==> src/rtl/instr_encoder_if.sv <==
`default_nettype none
// ============================================================================
// Module   : instr_encoder_if
// Purpose  : Field-set and imem write-port signals for instr_encoder.
// Revision : 1.0
// ============================================================================
interface instr_encoder_if #(
    parameter int ADDR_W = 10
);
    logic              in_valid;
    logic              in_ready;
    logic [1:0]        fmt;
    logic [5:0]        op;
    logic [4:0]        rs;
    logic [4:0]        rt;
    logic [4:0]        rd;
    logic [4:0]        shamt;
    logic [5:0]        func;
    logic [15:0]       immediate;
    logic [25:0]       target;
    logic [4:0]        cs;
    logic [2:0]        sel;
    logic              addr_load;
    logic [ADDR_W-1:0] addr_in;
    logic              imem_we;
    logic              imem_ready;
    logic [ADDR_W-1:0] imem_addr;
    logic [31:0]       imem_wdata;
    logic [ADDR_W:0]   wr_count;
    logic              busy;

    modport slave (
        input  in_valid, fmt, op, rs, rt, rd, shamt, func, immediate, target,
               cs, sel, addr_load, addr_in, imem_ready,
        output in_ready, imem_we, imem_addr, imem_wdata, wr_count, busy
    );

    modport master (
        output in_valid, fmt, op, rs, rt, rd, shamt, func, immediate, target,
               cs, sel, addr_load, addr_in, imem_ready,
        input  in_ready, imem_we, imem_addr, imem_wdata, wr_count, busy
    );
endinterface
`default_nettype wire

==> src/rtl/instr_encoder.sv <==
`default_nettype none
// ============================================================================
// Module   : instr_encoder
// Purpose  : Packs MIPS fields into words, buffers them, streams them to imem.
// Revision : 1.0
// ============================================================================
module instr_encoder #(
    parameter int ADDR_W = 10,
    parameter int DEPTH  = 4
) (
    input  wire logic         clk,
    input  wire logic         rst,
    instr_encoder_if.slave    bus
);
    localparam int              PTR_W    = $clog2(DEPTH);
    localparam int              CNT_W    = PTR_W + 1;
    localparam logic [CNT_W-1:0] FULL_CNT = CNT_W'(DEPTH);

    localparam logic [1:0] FMT_R    = 2'd0;
    localparam logic [1:0] FMT_I    = 2'd1;
    localparam logic [1:0] FMT_J    = 2'd2;

    logic [31:0]       mem_q [DEPTH];
    logic [PTR_W-1:0]  wr_ptr_q, wr_ptr_d;
    logic [PTR_W-1:0]  rd_ptr_q, rd_ptr_d;
    logic [CNT_W-1:0]  count_q, count_d;
    logic [ADDR_W-1:0] addr_q, addr_d;
    logic [ADDR_W:0]   wr_count_q, wr_count_d;

    logic        busy;
    logic        in_ready;
    logic        push;
    logic        pop;
    logic [31:0] enc_word;

    always_comb begin
        enc_word = {bus.op, bus.rs, bus.rt, bus.cs, 8'b0, bus.sel};
        case (bus.fmt)
            FMT_R:   enc_word = {bus.op, bus.rs, bus.rt, bus.rd, bus.shamt, bus.func};
            FMT_I:   enc_word = {bus.op, bus.rs, bus.rt, bus.immediate};
            FMT_J:   enc_word = {bus.op, bus.target};
            default: enc_word = {bus.op, bus.rs, bus.rt, bus.cs, 8'b0, bus.sel};
        endcase
    end

    // Readiness looks only at occupancy, so a full FIFO refuses even on a pop cycle.
    assign busy     = (count_q != '0);
    assign in_ready = !rst && !bus.addr_load && (count_q != FULL_CNT);
    assign push     = bus.in_valid && in_ready;
    assign pop      = busy && bus.imem_ready && !bus.addr_load;

    always_comb begin
        wr_ptr_d   = wr_ptr_q;
        rd_ptr_d   = rd_ptr_q;
        count_d    = count_q;
        addr_d     = addr_q;
        wr_count_d = wr_count_q;
        if (bus.addr_load) begin
            wr_ptr_d   = '0;
            rd_ptr_d   = '0;
            count_d    = '0;
            addr_d     = bus.addr_in;
            wr_count_d = '0;
        end else begin
            if (push) begin
                wr_ptr_d = wr_ptr_q + PTR_W'(1);
            end
            if (pop) begin
                rd_ptr_d   = rd_ptr_q + PTR_W'(1);
                addr_d     = addr_q + ADDR_W'(1);
                wr_count_d = wr_count_q + (ADDR_W+1)'(1);
            end
            count_d = count_q + CNT_W'(push) - CNT_W'(pop);
        end
    end

    always_ff @(posedge clk) begin
        if (rst) begin
            wr_ptr_q   <= '0;
            rd_ptr_q   <= '0;
            count_q    <= '0;
            addr_q     <= '0;
            wr_count_q <= '0;
        end else begin
            wr_ptr_q   <= wr_ptr_d;
            rd_ptr_q   <= rd_ptr_d;
            count_q    <= count_d;
            addr_q     <= addr_d;
            wr_count_q <= wr_count_d;
        end
    end

    always_ff @(posedge clk) begin
        if (push) begin
            mem_q[wr_ptr_q] <= enc_word;
        end
    end

    assign bus.in_ready   = in_ready;
    assign bus.busy       = busy;
    assign bus.imem_we    = busy;
    assign bus.imem_addr  = addr_q;
    assign bus.imem_wdata = busy ? mem_q[rd_ptr_q] : 32'h0;
    assign bus.wr_count   = wr_count_q;
endmodule
`default_nettype wire

==> src/flat_wrapper.sv <==
// flat-port wrapper written by rule: the top's interface ports become plain ports
module instr_encoder_flat 
#(
    parameter int ADDR_W = 10,
    parameter int DEPTH  = 4
)
  (clk, rst, bus_in_valid, bus_fmt, bus_op, bus_rs, bus_rt, bus_rd, bus_shamt, bus_func, bus_immediate, bus_target, bus_cs, bus_sel, bus_addr_load, bus_addr_in, bus_imem_ready, bus_in_ready, bus_imem_we, bus_imem_addr, bus_imem_wdata, bus_wr_count, bus_busy);
  instr_encoder_if #(.ADDR_W(ADDR_W)) bus_i ();
  input  wire logic clk;
  input  wire logic rst;
  input wire logic [$bits(bus_i.in_valid)-1:0] bus_in_valid;
  input wire logic [$bits(bus_i.fmt)-1:0] bus_fmt;
  input wire logic [$bits(bus_i.op)-1:0] bus_op;
  input wire logic [$bits(bus_i.rs)-1:0] bus_rs;
  input wire logic [$bits(bus_i.rt)-1:0] bus_rt;
  input wire logic [$bits(bus_i.rd)-1:0] bus_rd;
  input wire logic [$bits(bus_i.shamt)-1:0] bus_shamt;
  input wire logic [$bits(bus_i.func)-1:0] bus_func;
  input wire logic [$bits(bus_i.immediate)-1:0] bus_immediate;
  input wire logic [$bits(bus_i.target)-1:0] bus_target;
  input wire logic [$bits(bus_i.cs)-1:0] bus_cs;
  input wire logic [$bits(bus_i.sel)-1:0] bus_sel;
  input wire logic [$bits(bus_i.addr_load)-1:0] bus_addr_load;
  input wire logic [$bits(bus_i.addr_in)-1:0] bus_addr_in;
  input wire logic [$bits(bus_i.imem_ready)-1:0] bus_imem_ready;
  output wire logic [$bits(bus_i.in_ready)-1:0] bus_in_ready;
  output wire logic [$bits(bus_i.imem_we)-1:0] bus_imem_we;
  output wire logic [$bits(bus_i.imem_addr)-1:0] bus_imem_addr;
  output wire logic [$bits(bus_i.imem_wdata)-1:0] bus_imem_wdata;
  output wire logic [$bits(bus_i.wr_count)-1:0] bus_wr_count;
  output wire logic [$bits(bus_i.busy)-1:0] bus_busy;
  assign bus_i.in_valid = bus_in_valid;
  assign bus_i.fmt = bus_fmt;
  assign bus_i.op = bus_op;
  assign bus_i.rs = bus_rs;
  assign bus_i.rt = bus_rt;
  assign bus_i.rd = bus_rd;
  assign bus_i.shamt = bus_shamt;
  assign bus_i.func = bus_func;
  assign bus_i.immediate = bus_immediate;
  assign bus_i.target = bus_target;
  assign bus_i.cs = bus_cs;
  assign bus_i.sel = bus_sel;
  assign bus_i.addr_load = bus_addr_load;
  assign bus_i.addr_in = bus_addr_in;
  assign bus_i.imem_ready = bus_imem_ready;
  assign bus_in_ready = bus_i.in_ready;
  assign bus_imem_we = bus_i.imem_we;
  assign bus_imem_addr = bus_i.imem_addr;
  assign bus_imem_wdata = bus_i.imem_wdata;
  assign bus_wr_count = bus_i.wr_count;
  assign bus_busy = bus_i.busy;
  instr_encoder #(.ADDR_W(ADDR_W), .DEPTH(DEPTH)) u_core (.clk(clk), .rst(rst), .bus(bus_i));
endmodule
==> config.mk <==
export PLATFORM = sky130hd
export DESIGN_NAME = instr_encoder_flat
export DESIGN_NICKNAME = d
export VERILOG_FILES = /design/src/rtl/instr_encoder_if.sv /design/src/rtl/instr_encoder.sv /design/src/flat_wrapper.sv
export SDC_FILE = /design/constraint.sdc
export NUM_CORES = 1
export LEC_CHECK = 0
export CELL_PAD_IN_SITES_DETAIL_PLACEMENT = 1
export CELL_PAD_IN_SITES_GLOBAL_PLACEMENT = 2
export CORE_AREA = 2 2 152 154
export CTS_BUF_LIST = sky130_fd_sc_hd__clkbuf_4 sky130_fd_sc_hd__clkbuf_8 sky130_fd_sc_hd__clkbuf_16
export CTS_CLUSTER_SIZE = 24
export DETAILED_ROUTE_END_ITERATION = 12
export DIE_AREA = 0 0 154 156
export GPL_TIMING_DRIVEN = 1
export PLACE_DENSITY = 0.73
export SYNTH_ARGS = -nofsm -noshare
export SYNTH_HDL_FRONTEND = slang
export SYNTH_SLANG_ARGS = --single-unit
==> constraint.sdc <==
create_clock -name clk -period 2.7 [get_ports clk]
set_input_delay 0.405 -clock clk [delete_from_list [all_inputs] [get_ports clk]]
set_output_delay 0.405 -clock clk [all_outputs]
set_load 0.02 [all_outputs]
# Word-level counts from Yosys, hierarchy flattened
# Memories as Yosys holds them, arrays and structs flattened. A register that Yosys moved wholly into a read port is not among the register bits.
# Index checks and enable logic that the tools add are counted.
op_classes:
  add_sub_neg: 6
  eq_ne: 3
  n_reduce_logical: 11
  n_mux: 8
ops:
  columns: ["op", "n"]
  rows:
  - ["$pmux 26 s3", 1]
  - ["$mux 32", 1]
  - ["$mux 10", 2]
  - ["$add 11x1->11 const B", 1]
  - ["$add 10x1->10 const B", 1]
  - ["$logic_and 1x1->1", 5]
  - ["$add 2x1->2 const B", 2]
  - ["$mux 2", 2]
  - ["$add 3x1->3", 1]
  - ["$ne 3x3->1 const B", 1]
  - ["$reduce_bool 3->1", 1]
  - ["$sub 3x1->3", 1]
  - ["$eq 2x1->1 const B", 1]
  - ["$eq 2x2->1 const B", 1]
  - ["$logic_not 1->1", 2]
  - ["$logic_not 2->1", 1]
  - ["$mux 1", 2]
  - ["$reduce_bool 2->1", 1]
  - ["$reduce_or 2->1", 1]
totals:
  regBits: 28
  memories: 1
  word_cells: 34
  output_inout_bits: 56
  mem_bits_rw: 128
mem_list:
  columns: ["name", "words", "width", "read_ports", "rd_ports_with_merged_regs", "wr", "line_no", "source"]
  rows:
  - ["u_core.mem_q", 4, 32, 1, 1, 1, "instr_encoder.sv:23", "logic [31:0] mem_q [DEPTH];"]

# Longest topological paths before layout
# Gate-level depths: netlist of the first run.
depth:
  depth_word: 6
  mapped_depth: 12
  ltp_nobuf: 10

# Least setup slack after synthesis of the first run
# Ideal clock, no wire load.
synth_path:
  path_type: "reg-to-reg"
  startpoint: "register u_core.count_q[1]"
  endpoint: "register u_core.count_q[2]"
  t_arrival_ns: 2.454
  setup_ns: 0.128
  path_slack_ns: 0.119
  required_time_ns: 2.572
  period_less_slack_ns: 2.581
  stages_incl_launch_ff: 13
  cell_sequence: "dfxtp_1 -> buf_2 -> o31ai_2 -> clkbuf_1 -> nor2_1 -> ha_1 -> inv_1 -> ha_1 -> inv_1 -> fa_1 -> xnor2_1 -> xnor2_1 -> nor2_1"
synth_via:
  word_cells_on_any_way: 8
synth_lines:
  columns: ["item", "line_no", "source"]
  rows:
  - ["start, declared", "instr_encoder.sv:26", "logic [CNT_W-1:0] count_q, count_d;"]
  - ["start signal, assigned", "instr_encoder.sv:87", "count_q <= count_d;"]
  - ["$reduce_bool 3->1", "instr_encoder.sv:47", "assign busy = (count_q != '0);"]
  - ["$logic_and 1x1->1 (2 in a row)", "instr_encoder.sv:50", "assign pop = busy && bus.imem_ready && !bus.addr_load;"]
  - ["named net u_core.pop", "instr_encoder.sv:33", "logic pop;"]
  - ["$sub 3x1->3", "instr_encoder.sv:73", "count_d = count_q + CNT_W'(push) - CNT_W'(pop);"]
# The timed path passes the listed nets, and every way through them passes these cells.
# A chain may end at the register's enable or synchronous reset.

==> impl_metrics.json, run 1 <==
{
  "synth_seq_cells": 158,
  "synth_top_family_by_area": "multiplexers",
  "area_growth_pct": 39.5,
  "outcome": "complete, no violations",
  "detailedPlace.worstSlack_ns": 0.0611,
  "r2r_slack_ns": 0.48,
  "via_per_inst": 4.70,
  "vias": 4328,
  "dp_hpwl_um": 11300,
  "leakagePower_uw": 0.00352,
  "relSlewSlack_pct": 41.9,
  "synth_mux_area_share_pct": 15.0,
  "post_dp_cell_area_sq_um": 8880,
  "avgSynthCellArea_sq_um": 15.2,
  "final_cell_mix": "clkdlybuf4s50_1, edfxtp_1, nand2_1, mux4_2, nor2b_1",
  "fillers": 2270,
  "synthesis.nets": 558,
  "num_rows": 55,
  "final-hold-violation-count": 0,
  "fin_crit_sh_pct": 96.5,
  "grt_pass1_vias": 4830,
  "synthAdderAreaFrac_pct": 1.76,
  "clk_pin_slew_ns": 0.07,
  "path_max_fanout": 20,
  "gp_congestion": 0.740,
  "grt_pass1_wl_um": 26000,
  "synth-compound-area-share_pct": 3.01,
  "synth.area.top_cells": "edfxtp_1, mux4_2, dfxtp_1",
  "grt_max_degree": 21,
  "drc": 0,
  "setup_viol": 0,
  "syn_inst": 450,
  "switching_share_pct": 23.0,
  "seq_power_share_pct": 49.0,
  "power.density_nw_per_um2": 580,
  "initial_core_util_pct": 30.5,
  "routed_wl_um": 16200,
  "power.internal_uw": 4240,
  "yosys.area_share.simple_pct": 9.76,
  "min_period_ns": 2.61,
  "die_area_sq_um": 24000,
  "critPathKind": "reg2out",
  "yosysWarnings": 0,
  "combPwrFrac_pct": 8.4,
  "setup_ws_ns": 0.0947,
  "final_cells": 921,
  "drt_pass1_iterations": 6,
  "crit_path_end_kind": "output pin",
  "timing.fmax_mhz": 384,
  "worstMarginPinSlew_ns": 0.867,
  "ant_nets": 0,
  "synth.top_cell.area_share_pct": 56.4,
  "final_common_cell": "clkdlybuf4s50_1",
  "dieWidth_um": 154,
  "fin_area_sq_um": 9510,
  "hold_path_class": "reg2reg",
  "clockBufferDepth": 2,
  "fin_setup_tns_ns": 0,
  "drive_gt1_share_pct": 17.0,
  "cp.arrival_ns": 2.20,
  "maxCapViolCount": 0,
  "chipHeight_um": 156,
  "cts-root-buf": "clkbuf_16",
  "gr-usage-all-layers_pct": 14.2,
  "wire_per_inst_um": 17.6,
  "yosys.area_share.xor_xnor_pct": 2.83,
  "cts_tree": "yes",
  "rsz0062_at_grt": "no",
  "synth.largest_area_cell": "edfxtp_1",
  "htree_levels": 4,
  "antenna_found_initial": 0,
  "drtIter0Drc": 159,
  "layout.nets": 731,
  "overflow": 0,
  "max-vdd-ir-drop_uv": 270,
  "p_clk_share_pct": 42.6,
  "dp_cells": 889,
  "core_sq_um": 22400,
  "crit_required_ns": 2.30,
  "n_antenna_cell": 0,
  "crit_path_start_kind": "flop",
  "io-pin-count": 155,
  "power_uw": 5510,
  "yosysSeqAreaShare_pct": 65.2,
  "synth.distinct_cells": 37,
  "cts_buffers": 17,
  "finClkSkew_ns": 0.0111,
  "synth.cell_area_sq_um": 6820,
  "clkLatencyLatePin_ns": 0.42,
  "portBuffers": 154,
  "cts.sinks": 158,
  "finalMaxSlewViolations": 0,
  "switching_power_uw": 1270
}
[critical path, cell delays in order (launching register included)]
cell and delay, ns:
dfxtp_2 0.37, buf_12 0.21, mux4_2 0.51, nor2b_1 0.14, clkdlybuf4s50_1 0.54
[cells in the mapped netlist, drive strengths merged]
library cell	number
edfxtp	128
nand2	44
mux4	40
nor2b	33
dfxtp	30
nor2	22
clkbuf	17
inv	16
xnor2	16
a21oi	11
mux2i	11
o21ai	10
buf	9
ha	8
nor3	7
o21a	7
nand3	6
xor2	6
and2	5
nand4	5
nor4	3
nor4b	2
o31ai	2
or3	2
fa	1
mux2	1
nand2b	1
nand3b	1
nor3b	1
o311a	1
o311ai	1
o31a	1
or2	1
or4	1
[worst paths after layout]
path	startpoint	to	cells past startpoint
setup reg to reg	u_core.count_q[1]$_SDFF_PP0_	u_core.count_q[2]$_SDFF_PP0_	10
hold reg to reg	u_core.bus.wr_count[10]$_SDFFE_PP0P_	u_core.bus.wr_count[10]$_SDFFE_PP0P_	2
hold / removal	u_core.bus.wr_count[10]$_SDFFE_PP0P_	u_core.bus.wr_count[10]$_SDFFE_PP0P_	2
setup / recovery	flop	bus_imem_wdata[8]	4
[metrics by stage]
step	hold slack [ns]	utilization, %
2_1_floorplan	0.490	-
3_3_place_gp	0.472	39.7
3_5_place_dp	0.498	39.7
4_1_cts	0.510	42.3
5_1_grt	0.556	42.5
6_report	0.507	42.5
[what timing repair did]
action / CTS / global route
endpoints found under the hold margin: 0 / 0
setup buffers: 0 / 0
setup endpoints to repair: 14 / 25
gates resized for setup: 6 / 20
hold buffers: 0 / 0
[state kept, by name, indices dropped and copies added (netlist names), named ones only]
name                  count
u_core.wr_ptr_q           2
u_core.count_q            3
u_core.rd_ptr_q           2
u_core.bus.imem_addr     10
u_core.bus.wr_count      11
u_core.mem_q            128
[routing by layer]
metal | GRT usage (%) | up-vias | wire [um]
met5 | 0 | - | 0
met4 | 4.45 | 0 | 144
met3 | 4.11 | 13 | 898
met2 | 24.6 | 127 | 8050
met1 | 17.1 | 2163 | 7120
li1 | - | 2025 | -
[power by group through the flow]
stage                     combinational (uW)  clock, uW  sequential [uW]
after floorplan                          189          0             2760
after global placement                   460          0             2750
after detailed placement                 474          0             2750
after CTS                                474       2430             2700
after global routing                     506       2520             2700
final                                    465       2350             2700
[kinds of logic (layout without fill, tap and decap cells)]
logic type	after synthesis	after routing
AO/OA/AOI/OAI	33	33
XOR/XNOR	22	22
adder cells (fa/ha/maj)	9	9
buffers and inverters	42	228
flip-flops	158	158
multiplexers	52	52
AND/OR/NAND/NOR	134	134
[area by class of cell]
class / count / area, sq um / area share (%)
flip-flops and latches: 158 / 4450 / 46.7
multi-input cells: 250 / 2220 / 23.3
repair buffers: 180 / 1850 / 19.4
clock buffers: 17 / 425 / 4.47
well taps: 285 / 357 / 3.75
clock inverters: 15 / 158 / 1.66
inverters: 16 / 60.1 / 0.631
(Power assumes the default switching activity.)
==> inputs of run 2 (changes only) <==
- PLACE_DENSITY: 0.73 -> unset
- PLACE_DENSITY_LB_ADDON: unset -> 0.1
==> run 2 against run 1 <==
Fmax increased by 4.8%; global-route usage about the same; final cell count decreased by 0.33%; worst hold slack improved by 0.014 ns; die area unchanged; utilization decreased by 0.41 points; via count decreased by 2.1%; sequential power about the same; clock power increased by 2%; register-to-register slack improved by 0.03 ns.
==> impl_metrics.json, run 2 (synthesis results as in run 1) <==
{
  "clockBufferDepth": 2,
  "cts_tree": "yes",
  "ant_nets": 0,
  "io-pin-count": 155,
  "hold_depth": 2,
  "finalMaxSlewViolations": 0,
  "worstMarginPinSlew_ns": 1.08,
  "htree_levels": 4,
  "rsz0062_at_grt": "no",
  "clk_pin_slew_ns": 0.07,
  "final_cell_mix": "edfxtp_1, clkdlybuf4s50_1, nand2_1, mux4_2",
  "dp_hpwl_um": 11100,
  "final_common_cell": "edfxtp_1",
  "wire_per_inst_um": 17.8,
  "grt_pass1_wl_um": 25600,
  "grt_pass1_vias": 4619,
  "num_rows": 55,
  "overflow": 0,
  "cts_buffers": 17,
  "power.density_nw_per_um2": 589,
  "vias": 4238,
  "cts.sinks": 158,
  "setup_ws_ns": 0.214,
  "detailedPlace.worstSlack_ns": 0.129,
  "drive_gt1_share_pct": 16.6,
  "clkLatencyLatePin_ns": 0.42,
  "leakagePower_uw": 0.00329,
  "portBuffers": 154,
  "path_max_fanout": 16,
  "via_per_inst": 4.62,
  "gr-usage-all-layers_pct": 14.2,
  "fin_setup_tns_ns": 0,
  "hold_path_class": "reg2reg",
  "antenna_found_initial": 0,
  "setup_viol": 0,
  "final-hold-violation-count": 0,
  "dieWidth_um": 154,
  "core_sq_um": 22400,
  "drc": 0,
  "grt_max_degree": 33,
  "gp_congestion": 0.734,
  "min_period_ns": 2.49,
  "critPathKind": "reg2out",
  "maxCapViolCount": 0,
  "worstHoldStart": "u_core.bus.wr_count[9]$_SDFFE_PP0P_",
  "timing.fmax_mhz": 402,
  "drt_pass1_iterations": 4,
  "finClkSkew_ns": 0.0107,
  "die_area_sq_um": 24000,
  "cp.arrival_ns": 2.08,
  "hold_end": "u_core.bus.wr_count[9]$_SDFFE_PP0P_",
  "fin_crit_sh_pct": 92.1,
  "largest_reg_flops": 128,
  "crit_required_ns": 2.30,
  "drtIter0Drc": 110,
  "relSlewSlack_pct": 27.8,
  "max-vdd-ir-drop_uv": 282,
  "initial_core_util_pct": 30.5,
  "area_growth_pct": 38.2,
  "routed_wl_um": 16400,
  "chipHeight_um": 156,
  "rr_startpoint": "u_core.count_q[1]$_SDFF_PP0_",
  "layout.nets": 728,
  "outcome": "complete, no violations",
  "r2r_slack_ns": 0.51,
  "n_antenna_cell": 0,
  "rr_endpoint": "u_core.count_q[2]$_SDFF_PP0_",
  "r2r_cells": 10,
  "crit_path_end_kind": "output pin",
  "cts-root-buf": "clkbuf_16",
  "crit_path_start_kind": "flop",
  "top_register": "u_core.mem_q"
}
run 2: what timing repair did:
| action | in CTS | in global routing |
|---|---|---|
| hold buffers | 0 | 0 |
| setup buffers | 0 | 0 |
| gates resized for setup | 32 | 0 |
| endpoints found under the setup margin | 32 | 0 |
run 2: critical path, stage by stage (launching register included):
cell and delay (ns):
dfxtp_1 0.42, nor3_2 0.32, buf_4 0.31, inv_1 0.08
clkdlybuf4s50_1 0.54
run 2: cell type report:
class / count / area (sq um)
flip-flops and latches: 158 / 4450
clock inverters: 14 / 156
repair buffers: 177 / 1750
well taps: 285 / 357
inverters: 16 / 60.1
multi-input cells: 250 / 2220
clock buffers: 18 / 433
fillers: 2296 / 12900
run 2: where the power goes:
| group | switching (uW) | leakage [uW] | internal, uW |
|---|---|---|---|
| Combinational | 200 | 0.00160 | 253 |
| Sequential | 21.1 | 0.00141 | 2680 |
| Clock | 1000 | 0.000281 | 1390 |
run 2: worst max-delay path by stage:
stage	startpoint	to	slack, ns	depth (start not counted)
after floorplan	u_core.count_q[1]$_SDFF_PP0_	u_core.count_q[2]$_SDFF_PP0_	0.12	12
after global placement	bus_imem_ready	u_core.count_q[2]$_SDFF_PP0_	0.17	11
after detailed placement	bus_imem_ready	u_core.count_q[2]$_SDFF_PP0_	0.13	11
after CTS	u_core.count_q[1]$_SDFF_PP0_	bus_busy	0.12	4
after global routing	u_core.count_q[1]$_SDFF_PP0_	bus_imem_we	0.07	4
final	u_core.count_q[1]$_SDFF_PP0_	bus_busy	0.21	4
run 2: layer usage:
| metal | track usage [%] | up-vias | wire [um] |
|---|---|---|---|
| met5 | 0 | - | 0 |
| met4 | 4.18 | 0 | 131 |
| met3 | 4.56 | 10 | 961 |
| met2 | 24.1 | 116 | 8150 |
| met1 | 17.4 | 2096 | 7120 |
| li1 | - | 2016 | - |
run 2: stage by stage:
step	hold WS (ns)	power [uW]	utilization, %	cell area [sq um]	cells
global route	0.548	5760	42.1	9420	918
floorplan	0.490	2950	-	6820	450
finish	0.521	5550	42.1	9420	918
global placement	0.472	3220	39.7	8870	886
detailed placement	0.514	3230	39.7	8870	886
CTS	0.526	5620	42.1	9420	918
